## src/rtl/ram16k_dma.sv

```systemverilog
// Single-channel block-copy / block-fill initiator driving a RAM16k port.
// All RAM-side outputs are registered; they are decoded from the next state.
module ram16k_dma #(
  parameter int ADDR_W = 15,
  parameter int DATA_W = 16,
  parameter int LEN_W  = 16
) (
  input  logic              clk,
  input  logic              rst_n,
  input  logic              start,
  input  logic              mode,
  input  logic [ADDR_W-1:0] src_addr,
  input  logic [ADDR_W-1:0] dst_addr,
  input  logic [LEN_W-1:0]  len,
  input  logic [DATA_W-1:0] fill_val,
  output logic              busy,
  output logic              done,
  output logic [LEN_W-1:0]  count,
  output logic [ADDR_W-1:0] mem_addr,
  output logic [DATA_W-1:0] mem_in,
  output logic              mem_ld,
  input  logic [DATA_W-1:0] mem_out
);

  typedef enum logic [2:0] {IDLE, RD_A, RD_C, WR, FIN} state_t;

  localparam logic [ADDR_W-1:0] A_ONE = ADDR_W'(1);
  localparam logic [LEN_W-1:0]  L_ONE = LEN_W'(1);

  state_t              state_q, state_d;
  logic                mode_q, mode_d;
  logic [ADDR_W-1:0]   src_q, src_d, dst_q, dst_d;
  logic [LEN_W-1:0]    rem_q, rem_d, count_q, count_d;
  logic [DATA_W-1:0]   fill_q, fill_d, data_q, data_d;
  logic                busy_q, busy_d, done_q, done_d, mem_ld_q, mem_ld_d;
  logic [ADDR_W-1:0]   mem_addr_q, mem_addr_d;
  logic [DATA_W-1:0]   mem_in_q, mem_in_d;

  always_comb begin
    state_d = state_q;
    mode_d  = mode_q;
    src_d   = src_q;
    dst_d   = dst_q;
    rem_d   = rem_q;
    count_d = count_q;
    fill_d  = fill_q;
    data_d  = data_q;
    unique case (state_q)
      IDLE: if (start) begin
        mode_d  = mode;
        src_d   = src_addr;
        dst_d   = dst_addr;
        rem_d   = len;
        fill_d  = fill_val;
        count_d = '0;
        if (len == '0) state_d = FIN;
        else           state_d = mode ? WR : RD_A;
      end
      RD_A: state_d = RD_C;
      RD_C: begin
        data_d  = mem_out;
        state_d = WR;
      end
      WR: begin
        count_d = count_q + L_ONE;
        dst_d   = dst_q + A_ONE;
        rem_d   = rem_q - L_ONE;
        if (!mode_q) src_d = src_q + A_ONE;
        if (rem_q == L_ONE) state_d = FIN;
        else                state_d = mode_q ? WR : RD_A;
      end
      FIN:     state_d = IDLE;
      default: state_d = IDLE;
    endcase

    // Outputs for the cycle we are about to enter, so the port is glitch-free.
    busy_d     = (state_d == RD_A) || (state_d == RD_C) || (state_d == WR);
    done_d     = (state_d == FIN);
    mem_ld_d   = (state_d == WR);
    mem_addr_d = '0;
    mem_in_d   = '0;
    if (state_d == RD_A || state_d == RD_C) begin
      mem_addr_d = src_d;
    end else if (state_d == WR) begin
      mem_addr_d = dst_d;
      mem_in_d   = mode_d ? fill_d : data_d;
    end
  end

  always_ff @(posedge clk) begin
    if (!rst_n) begin
      state_q    <= IDLE;
      mode_q     <= 1'b0;
      src_q      <= '0;
      dst_q      <= '0;
      rem_q      <= '0;
      count_q    <= '0;
      fill_q     <= '0;
      data_q     <= '0;
      busy_q     <= 1'b0;
      done_q     <= 1'b0;
      mem_ld_q   <= 1'b0;
      mem_addr_q <= '0;
      mem_in_q   <= '0;
    end else begin
      state_q    <= state_d;
      mode_q     <= mode_d;
      src_q      <= src_d;
      dst_q      <= dst_d;
      rem_q      <= rem_d;
      count_q    <= count_d;
      fill_q     <= fill_d;
      data_q     <= data_d;
      busy_q     <= busy_d;
      done_q     <= done_d;
      mem_ld_q   <= mem_ld_d;
      mem_addr_q <= mem_addr_d;
      mem_in_q   <= mem_in_d;
    end
  end

  assign busy     = busy_q;
  assign done     = done_q;
  assign count    = count_q;
  assign mem_ld   = mem_ld_q;
  assign mem_addr = mem_addr_q;
  assign mem_in   = mem_in_q;

endmodule
```

## config.mk

```make
export PLATFORM = sky130hd
export DESIGN_NAME = ram16k_dma
export DESIGN_NICKNAME = d
export VERILOG_FILES = /design/src/rtl/ram16k_dma.sv
export SDC_FILE = /design/constraint.sdc
export NUM_CORES = 1
export LEC_CHECK = 0
export CAP_MARGIN = 5
export CORE_ASPECT_RATIO = 0.75
export CORE_MARGIN = 1
export CORE_UTILIZATION = 55
export CTS_CLUSTER_SIZE = 40
export DETAILED_ROUTE_END_ITERATION = 16
export HOLD_SLACK_MARGIN = 0.15
export PLACE_DENSITY = 0.87
export SLEW_MARGIN = 20
export SYNTH_ARGS = -nofsm -noshare
export SYNTH_HDL_FRONTEND = slang
export SYNTH_SLANG_ARGS = --single-unit
export TNS_END_PERCENT = 20
```

## constraint.sdc

```tcl
create_clock -name clk -period 3.25 [get_ports clk]
set_input_delay 0.65 -clock clk [delete_from_list [all_inputs] [get_ports clk]]
set_output_delay 0.65 -clock clk [all_outputs]
set_load 0.01 [all_outputs]
```

Word level (Yosys, flattened, before mapping)
Cells that the tools add are included.
Operators by class
  muxes and demuxes: 23
  equal/unequal tests: 9
  bitwise operators: 2
  add/subtract/negate cells: 4
  reductions and logical operators: 7
Operators by type and width (count)
  $mux 16: 6
  $mux 15: 5
  $pmux 16 s2: 2
  $pmux 15 s2: 2
  $add 15x1->15 const B: 2
  $add 16x1->16 const B: 1
  $eq 16x1->1 const B: 1
  $logic_not 16->1: 1
  $sub 16x1->16 const B: 1
  $eq 3x2->1 const B: 4
  $pmux 3 s4: 1
  $mux 3: 3
  $eq 3x1->1 const B: 2
  $mux 2: 2
  $eq 3x3->1 const B: 1
  $logic_not 3->1: 1
  $reduce_or 3->1: 1
  $logic_or 1x1->1: 2
  $mux 1: 2
  $ne 2x2->1 const B: 1
  $not 1->1: 2
  $reduce_and 2->1: 1
  $reduce_bool 2->1: 1
Storage, ports and cells
  word-level logic and storage cells: 58
  output and inout port bits: 50
  input port bits: 82
  bits in registers: 132

Logic depth before layout (Yosys ltp)
Gate-level depths: netlist (run 1).
  word-level depth: 7
  depth in mapped cells: 8
  mapped depth without buffers: 7

Worst setup path after synthesis (run 1)
No wires, ideal clock.
  kind: input port to flip-flop
  start point: input start
  end point: register mem_addr_q[2] (netlist: mem_addr[2])
  required time: 3.111 ns
  path buffers: 2
  arrival time: 2.012 ns
  slack: 1.099 ns
  setup time: 0.139 ns
  cell stages on the path: 7
  path through: or3b_4 a21o_1 buf_6 buf_6 o21a_1 o31ai_2 o32ai_1
On the way
  longest elaborated chain between the ends: 5
  elaborated cells between the ends (all ways): 12
  classes of those cells: eq/ne (3); mux (8); reduce/logical (1)
Ends and longest elaborated chain
  start, declared: RTL line 10  | input logic start,
  $mux 3: RTL line 49  | IDLE: if (start) begin
  $pmux 3 s4: RTL line 48  | unique case (state_q)
  $eq 3x2->1 (tied with other cells): RTL line 84  | end else if (state_d == WR) begin
  $mux 15 / $logic_or 1x1->1 (equally long branches): RTL line 84, 82
  $mux 15 *: RTL line 82  | if (state_d == RD_A || state_d == RD_C) begin
  end signal, assigned: RTL line 117  | mem_addr_q <= mem_addr_d;
  end, declared: RTL line 36  | logic [ADDR_W-1:0] mem_addr_q, mem_addr_d;
Every way passes the cells marked *; elsewhere a longest branch is shown, timed or not.
A chain may end at the register's enable or synchronous reset.

Worst setup path in the final report (run 1)
  start point: input start
  end point: register mem_addr_q[9] (netlist: mem_addr[9])
Same word-level chain as after synthesis.

==> results of run 1 <==
-- final timing paths --
kind / slack (ns) / endpoint / cells after the start
min reg2reg: 0.47 / fill_q[12] / 2
min: 0.47 / fill_q[12] / 2
max reg2reg: 0.75 / mem_in[13] / 6
max: 0.64 / mem_addr[9] / 7
-- sequential cells by signal, summed over array words and instances, names as in the netlist, 3 cells and up --
signal    count
fill_q       16
count        16
data_q       16
src_q        15
dst_q        15
state_q       3
rem_q        16
mem_addr     15
mem_in       16
-- worst max-delay path: cells and delay by family --
family | cells | cell delay (ns)
AO/OA/AOI/OAI | 4 | 1.07
buffers and inverters | 2 | 0.74
AND/OR/NAND/NOR | 1 | 0.42
-- synth_stat cells, types with 7 or more instances --
| cell | count |
|---|---|
| sky130_fd_sc_hd__o21ai_0 | 23 |
| sky130_fd_sc_hd__nor2_1 | 77 |
| sky130_fd_sc_hd__inv_1 | 22 |
| sky130_fd_sc_hd__nor4_1 | 8 |
| sky130_fd_sc_hd__xor2_1 | 7 |
| sky130_fd_sc_hd__o21a_1 | 7 |
| sky130_fd_sc_hd__xnor2_1 | 8 |
| sky130_fd_sc_hd__nand4_1 | 13 |
| sky130_fd_sc_hd__a2bb2oi_1 | 7 |
| sky130_fd_sc_hd__a22o_1 | 19 |
| sky130_fd_sc_hd__a22oi_1 | 8 |
| sky130_fd_sc_hd__a31oi_1 | 7 |
| sky130_fd_sc_hd__and3b_1 | 17 |
| sky130_fd_sc_hd__nand2_1 | 73 |
| sky130_fd_sc_hd__nor3_1 | 15 |
| sky130_fd_sc_hd__nand3_1 | 20 |
| sky130_fd_sc_hd__and3_1 | 13 |
| sky130_fd_sc_hd__clkbuf_1 | 19 |
| sky130_fd_sc_hd__o32ai_1 | 7 |
| sky130_fd_sc_hd__a211oi_1 | 19 |
| sky130_fd_sc_hd__buf_1 | 7 |
| sky130_fd_sc_hd__buf_2 | 15 |
| sky130_fd_sc_hd__or4_1 | 7 |
| sky130_fd_sc_hd__mux2i_1 | 18 |
| sky130_fd_sc_hd__a221oi_1 | 7 |
| sky130_fd_sc_hd__dfxtp_1 | 132 |
| sky130_fd_sc_hd__a21oi_1 | 62 |
-- power groups by stage --
stage          registers (uW)  clock network [uW]  logic, uW
3_3_place_gp             2040                   0       1450
5_1_grt                  2060                2080       1680
6_report                 2040                1990       1560
4_1_cts                  2030                2000       1530
2_1_floorplan            2030                   0        980
3_5_place_dp             2060                   0       1500
-- cell type report --
cell class | instances | area [um^2] | share of cell area (%)
multi-input cells | 517 | 3202 | 39.14
inverters | 22 | 82.58 | 1.009
well taps | 136 | 170.2 | 2.080
clock inverters | 13 | 183.9 | 2.248
clock buffers | 19 | 432.9 | 5.292
repair buffers | 150 | 1466 | 17.93
flip-flops and latches | 132 | 2643 | 32.30
-- metrics by stage --
step | power, uW | worst slack [ns]
3_3_place_gp | 3499 | 0.3285
4_1_cts | 5552 | 0.6829
5_1_grt | 5820 | 0.5827
3_5_place_dp | 3555 | 0.2875
2_1_floorplan | 3006 | 1.099
6_report | 5586 | 0.6449
-- kinds of logic (layout without fill, tap and decap cells) --
family | count (synthesis) | after routing | share of synthesized area, %
simple gates | 279 | 279 | 23.68
compound gates | 196 | 196 | 21.55
xor+xnor | 15 | 15 | 2.147
flops | 132 | 132 | 43.19
buf+inv | 66 | 204 | 4.724
fa+ha+maj | 5 | 5 | 1.022
mux | 22 | 22 | 3.681
-- layer usage --
metal / routed length [um] / vias up / track usage [%]
met5: 0 / - / 0
met4: 463 / 0 / 12.65
met3: 1707 / 53 / 8.171
met2: 8503 / 358 / 52.27
met1: 7868 / 2930 / 44.04
li1: - / 2879 / -
==> impl_summary.md, run 1 <==
Placement
After detailed placement, the design holds a cell count of 957. Once placement finished, the instance area stood at 0.007564 mm^2. In this run the tool buffered the top-level ports with 131 buffer cells.

The wire-length estimate of the detail-placed layout is 12.49 mm. The routability congestion estimate is 0.9048.

GRT
The via count of the first global-routing pass is 5913. Summed over all layers, the global routing overflow is 0. The global-route wire length before repair is 29.46 mm. The number of antenna violations at the first check in global routing is 0. Entering global routing, the biggest net connects 50 pins.

The global routing usage summed across all routing layers is 33.34%.

Clock network
The clock reaches the later pin of the worst-skew pair after 0.41 ns. Buffers inserted to repair hold after CTS numbered 0. TritonCTS built the clock tree.

The cell at the root of the clock tree is sky130_fd_sc_hd__clkbuf_16. The largest buffer count on any clock path is 2. After clock tree synthesis, the repair step resized 0 gates. In this run the number of H-tree levels came out at 4. The number of buffers inserted during clock tree synthesis is 17.

The register clock-pin slew on the reported worst setup and hold paths is 0.06 ns. The clock net in this run drives a total of 132 sinks. The number of buffers inserted by post-CTS setup repair is 0.

STA
The setup total negative slack is 0 ns. Setup violations remaining at the end of the flow were counted as 0. The number of hold violations in the final report is 0. The clock period could shrink to 2.605 ns.

The final count of pins violating max slew is 0. The final cycle utilization of the critical path is 80.16%. Hold timing on the final database bottoms out at a slack of 0.4652 ns.

The normalized max-slew margin is 45.66%. The slew at the pin closest to its max-slew limit is 0.8107 ns. Setup repair after global routing left no endpoint under its margin. The maximum clock skew at final layout is 0.007787 ns. For this run, the top clock speed supported by timing is 383.9 MHz.

Synthesis
Summing the sequential cell areas from Yosys gives 43.19% of the chip area. The netlist area before placement is 0.006118 mm^2. The total number of yosys warnings is 0. Yosys attributes the largest share of cell area to sky130_fd_sc_hd__dfxtp_1 (43%), sky130_fd_sc_hd__a21oi_1 (5.1%), sky130_fd_sc_hd__nor2_1 (4.7%). The share of the synthesized area in the top cell type is 43.19%.

In this run, distinct cell masters in the synthesized netlist total 61. The synthesized netlist cell count is 715. The synthesized area divided by synthesized cell count is 8.557 um^2.

The synthesized design spends more area on one cell type than any other, namely sky130_fd_sc_hd__dfxtp_1. In this run, synthesis produced a sequential element count of 132. Yosys mapped a number of flops with a built-in enable equal to 0. Synthesis produced a netlist with a net count of 802. After synthesis, the share of flip-flops with an asynchronous set or reset is 0%. Among all flip-flop cells after synthesis, the most frequent one is sky130_fd_sc_hd__dfxtp_1.

Setup path
In this run the worst path has a maximum fanout of 16. STA classifies the critical path endpoint as a flop. Walking the worst path, the cells encountered are clkdlybuf4s50_1 -> or3b_4 -> a21o_1 -> buf_4 -> a22o_1 -> a2bb2oi_1 -> o22ai_1. The master of the slowest instance on the critical path is sky130_fd_sc_hd__clkdlybuf4s50_1. The class of the most critical setup path is input pin to flop.

The worst reg2reg path startpoint is state_q[0]. The startpoint class of the critical path is an input pin. The arrival time reported for the critical path endpoint is 2.89 ns. The required time of the worst setup path is 3.54 ns. Tracing the worst setup path back leads to its startpoint at start. For this run, the slowest stage of the critical path takes 0.47 ns.

Layout
The area growth from synthesis to layout is 33.70%. The number of standard cells in the final layout excluding fillers is 989. The final instance area is 0.008180 mm^2. The commonest non-fill, non-tap cell in the layout is sky130_fd_sc_hd__dfxtp_1. At the end of the flow, the number of nets in the layout was 927. The number of antenna diodes in the final layout is 0. The layout has 698 filler cells.

The fraction of layout cells with a size suffix above 1 is 8.206%. At the end of the flow the core is filled with cells to 77.69%. Leaving out fill and tap cells, the most frequent cells in the layout are sky130_fd_sc_hd__dfxtp_1 (132), sky130_fd_sc_hd__clkdlybuf4s50_1 (131), sky130_fd_sc_hd__nor2_1 (77).

Power and ir drop
The switching power as a share of total power is 31.68%. The share of total power dissipated in combinational logic is 27.9%. The largest vdd supply drop is 497.4 uV.

The clock network power share is 35.6%. Summed over all nets, the switching power comes to 1769 uW. Internal power comes to 3816 uW.

Dividing total power by cell area gives a power density of 682.8 mW/mm^2. Sequential cells burn 36.4% of the power. The analysis attributes to cell leakage a power of 0.003125 uW.

Drt
The number of detailed-routing iterations run before antenna repair is 5. The via count is 6220. For this block, the initial DRC count from the detailed router was 733. In the routed layout, each cell is associated on average with a via count of 6.289.

The routed length per placed instance is 18.75 um. For this run, design rule violations remaining after detail routing come to 0. The post-detailed-routing wire length is 18.54 mm. The post-route antenna net violation count is 0.

Outcome
The flow ran to the end, and the final reports show no timing, DRC or antenna violations.

Die
The floorplan die height is 93.34 um. The site row count is 32. The starting utilization of the core area is 58.10%. The die covers 0.01155 mm^2. The floorplan die width is 123.8 um. The core area is 0.01053 mm^2. The number of top-level pins is 132.

Worst hold path
The hold path startpoint is fill_q[12]. The type of the worst min-delay path is flop to flop.

Run
The number of violations of the max-capacitance limit is 0.
(Power assumes the default switching activity.)
==> run 2, diff against run 1 <==
--- a/config.mk
+++ b/config.mk
@@ -8,11 +8,11 @@
 export CAP_MARGIN = 5
 export CORE_ASPECT_RATIO = 0.75
 export CORE_MARGIN = 1
-export CORE_UTILIZATION = 55
+export CORE_UTILIZATION = 46
 export CTS_CLUSTER_SIZE = 40
 export DETAILED_ROUTE_END_ITERATION = 16
 export HOLD_SLACK_MARGIN = 0.15
-export PLACE_DENSITY = 0.87
+export PLACE_DENSITY = 0.77
 export SLEW_MARGIN = 20
 export SYNTH_ARGS = -nofsm -noshare
 export SYNTH_HDL_FRONTEND = slang
==> constraint.sdc (replaced) <==
create_clock -name clk -period 2.3 [get_ports clk]
set_input_delay 0.46 -clock clk [delete_from_list [all_inputs] [get_ports clk]]
set_output_delay 0.46 -clock clk [all_outputs]
set_load 0.01 [all_outputs]
==> impl_summary.md, run 2 (synthesis gave the netlist of run 1 again) <==
Power and ir drop
The static leakage is 0.003396 uW. The switching power as a share of total power is 31.11%. Power comes to 8344 uW.

The power per cell area is 960.8 mW/mm^2. Sequential cells burn 34.4% of the power. The switching power summed over all nets is 2596 uW.

The share of total power dissipated in combinational logic is 29.2%. Cell internal power was estimated by the tool at 5748 uW. The clock network burns 36.4% of the power. The largest vdd supply drop is 726.8 uV.

Setup path
The required time of the worst setup path is 2.60 ns. STA classifies the critical path startpoint as an input pin. The arrival time reported for the critical path endpoint is 2.56 ns. The class of the most critical setup path is input pin to flop. The endpoint class of the critical path is a flop. Of all nets on the critical path, the largest fanout is 5.

STA
The maximum clock skew at final layout is 0.01012 ns. Across all hold checks on the routed design, the worst slack comes to 0.4556 ns. The number of hold violations in the final report was 0.

The clock period could shrink to 2.260 ns. The maximum frequency from static timing analysis is 442.6 MHz. The final count of pins violating max slew is 0. The worst pin sits at a relative slew slack of 59.68%. Dividing the final minimum period by the clock period gives 98.24%. Setup repair after global routing left no endpoint under its margin.

Setup violations remaining at the end of the flow were counted as 0. For the pin with the worst max-slew slack, the measured transition is 0.6040 ns.

GRT
The via count of the first global-routing pass is 5965. The largest net degree at the start of global routing is 32. For this run, the total global-route usage over all layers was measured as 28.09%. The total overflow left after global routing is 0. The number of antenna violations at the first check in global routing came to 0. The first global-routing pass estimated 29.86 mm of wire.

Run
The number of violations of the max-capacitance limit is 0.

Clock network
The TritonCTS clock tree is built. The register clock-pin slew on the reported worst setup and hold paths is 0.06 ns. The clock latency reported for the late side of the worst-skew pair is 0.42 ns. The largest buffer count on any clock path is 2. The post-cts hold buffer count is 0. The number of buffers inserted during clock tree synthesis is 17. The number of buffers inserted by post-CTS setup repair is 0. In this run the number of H-tree levels came out at 4.

The clock sink count is 132. Clock tree synthesis selected as its root buffer the cell sky130_fd_sc_hd__clkbuf_16.

Die
The core region is 0.01297 mm^2. The die covers 0.01377 mm^2. After floorplanning, the core was divided into 36 placement rows. The floorplan die height is 101.9 um.

For this configuration, the core starts out at a cell density of 47.16%. The floorplan die width is 135.2 um. The number of top-level pins is 132.

Layout
The count of nets after finishing is 977. The fraction of layout cells with a size suffix above 1 is 14.06%. The number of fill cells in the layout is 1003. In the layout the commonest cells are sky130_fd_sc_hd__dfxtp_1 (132), sky130_fd_sc_hd__clkdlybuf4s50_1 (131), sky130_fd_sc_hd__nor2_1 (77).

The repair_antennas step left the layout with diodes totalling 0. The commonest non-fill, non-tap cell in the layout is sky130_fd_sc_hd__dfxtp_1. From synthesis to final layout, the design area changed by 41.94%. Excluding fillers, the count of instances in the completed layout stands at 1074.

Placement
The congestion estimate from routability-driven global placement came to 0.9232. Once placement completed, the tool counted placed cells totaling 1042. The port buffer count is 131.

Summed over all nets, the half-perimeter wirelength after detailed placement is 13.16 mm.

Drt
The post-detailed-routing wire length is 18.60 mm. The residual DRC count is 0. Dividing the detail-routed wire length by the instance count gives 17.32 um. The number of design-rule violations left by the first detailed-router iteration is 479. The final route contains 6290 vias. The post-route antenna net violation count is 0. In the routed layout, each cell is associated on average with a via count of 5.857. Before antenna repair, the detailed router went through 5 iterations.

Outcome
The run finished with clean final reports.

Worst hold path
The type of the worst min-delay path is flop to flop.
[run 2: changes by cell type in the layout (fill, tap and decap cells not counted), moves of 2 or more]
cell,change
sky130_fd_sc_hd__buf_4,+49
sky130_fd_sc_hd__inv_6,+3
sky130_fd_sc_hd__a21oi_1,-2
sky130_fd_sc_hd__a21oi_2,+2
sky130_fd_sc_hd__clkbuf_1,-2
sky130_fd_sc_hd__clkinv_2,-2
sky130_fd_sc_hd__clkinvlp_4,-2
[run 2: worst max-delay path, stage by stage]
cell	delay, ns
sky130_fd_sc_hd__clkdlybuf4s50_1	0.45
sky130_fd_sc_hd__nor4_1	0.37
sky130_fd_sc_hd__nand4_1	0.23
sky130_fd_sc_hd__buf_4	0.21
sky130_fd_sc_hd__a31o_2	0.25
sky130_fd_sc_hd__or2_2	0.36
sky130_fd_sc_hd__a22o_1	0.24
[run 2: final timing paths]
path,depth (start not counted),from,endpoint,slack (ns)
min reg2reg,2,fill_q[0],fill_q[0],0.46
max,7,len[4],mem_addr[4],0.04
min,2,fill_q[0],fill_q[0],0.46
max reg2reg,6,state_q[1],count[15],0.10
[run 2: layout make-up]
cell class / instances / area (um^2) / share of cell area (%)
Tap cell: 171 / 214.0 / 2.464
Inverter: 22 / 82.58 / 0.9509
Clock buffer: 18 / 439.2 / 5.057
Clock inverter: 14 / 224.0 / 2.579
Multi-Input combinational cell: 517 / 3228 / 37.17
Timing Repair Buffer: 200 / 1854 / 21.35
Sequential cell: 132 / 2643 / 30.43
[run 2: repair_timing]
action | 4_1_cts | 5_1_grt
hold endpoints to repair | 0 | 0
setup endpoints to repair | 0 | 16
gates resized for setup | 0 | 6
[run 2: power groups by stage]
stage               Sequential [uW]  Combinational [uW]  Clock, uW
floorplan                      2860                1380          0
global placement               2890                2340          0
detailed placement             2900                2380          0
CTS                            2850                2400       3060
global route                   2900                2660       3190
finish                         2870                2440       3040
[run 2: metal layers]
layer  track usage [%]  up-vias  share of wire [%]
met5                 0        -                  0
met4             9.075        0                2.0
met3             6.597       39                8.7
met2             43.87      298                 45
met1             38.42     2963                 45
li1                  -     2990                  -
[run 2: metrics by stage]
stage                     cell area, um^2  util [%]  setup WS, ns  setup TNS, ns
final                                8685     66.95       0.04045              0
after global routing                 8685     66.95      0.006806              0
after CTS                            8658     66.74       0.04321              0
after detailed placement             7995     61.63       -0.3743         -19.10
after global placement               7995     61.63       -0.3404         -15.93
after floorplan                      6118         -        0.3386              0
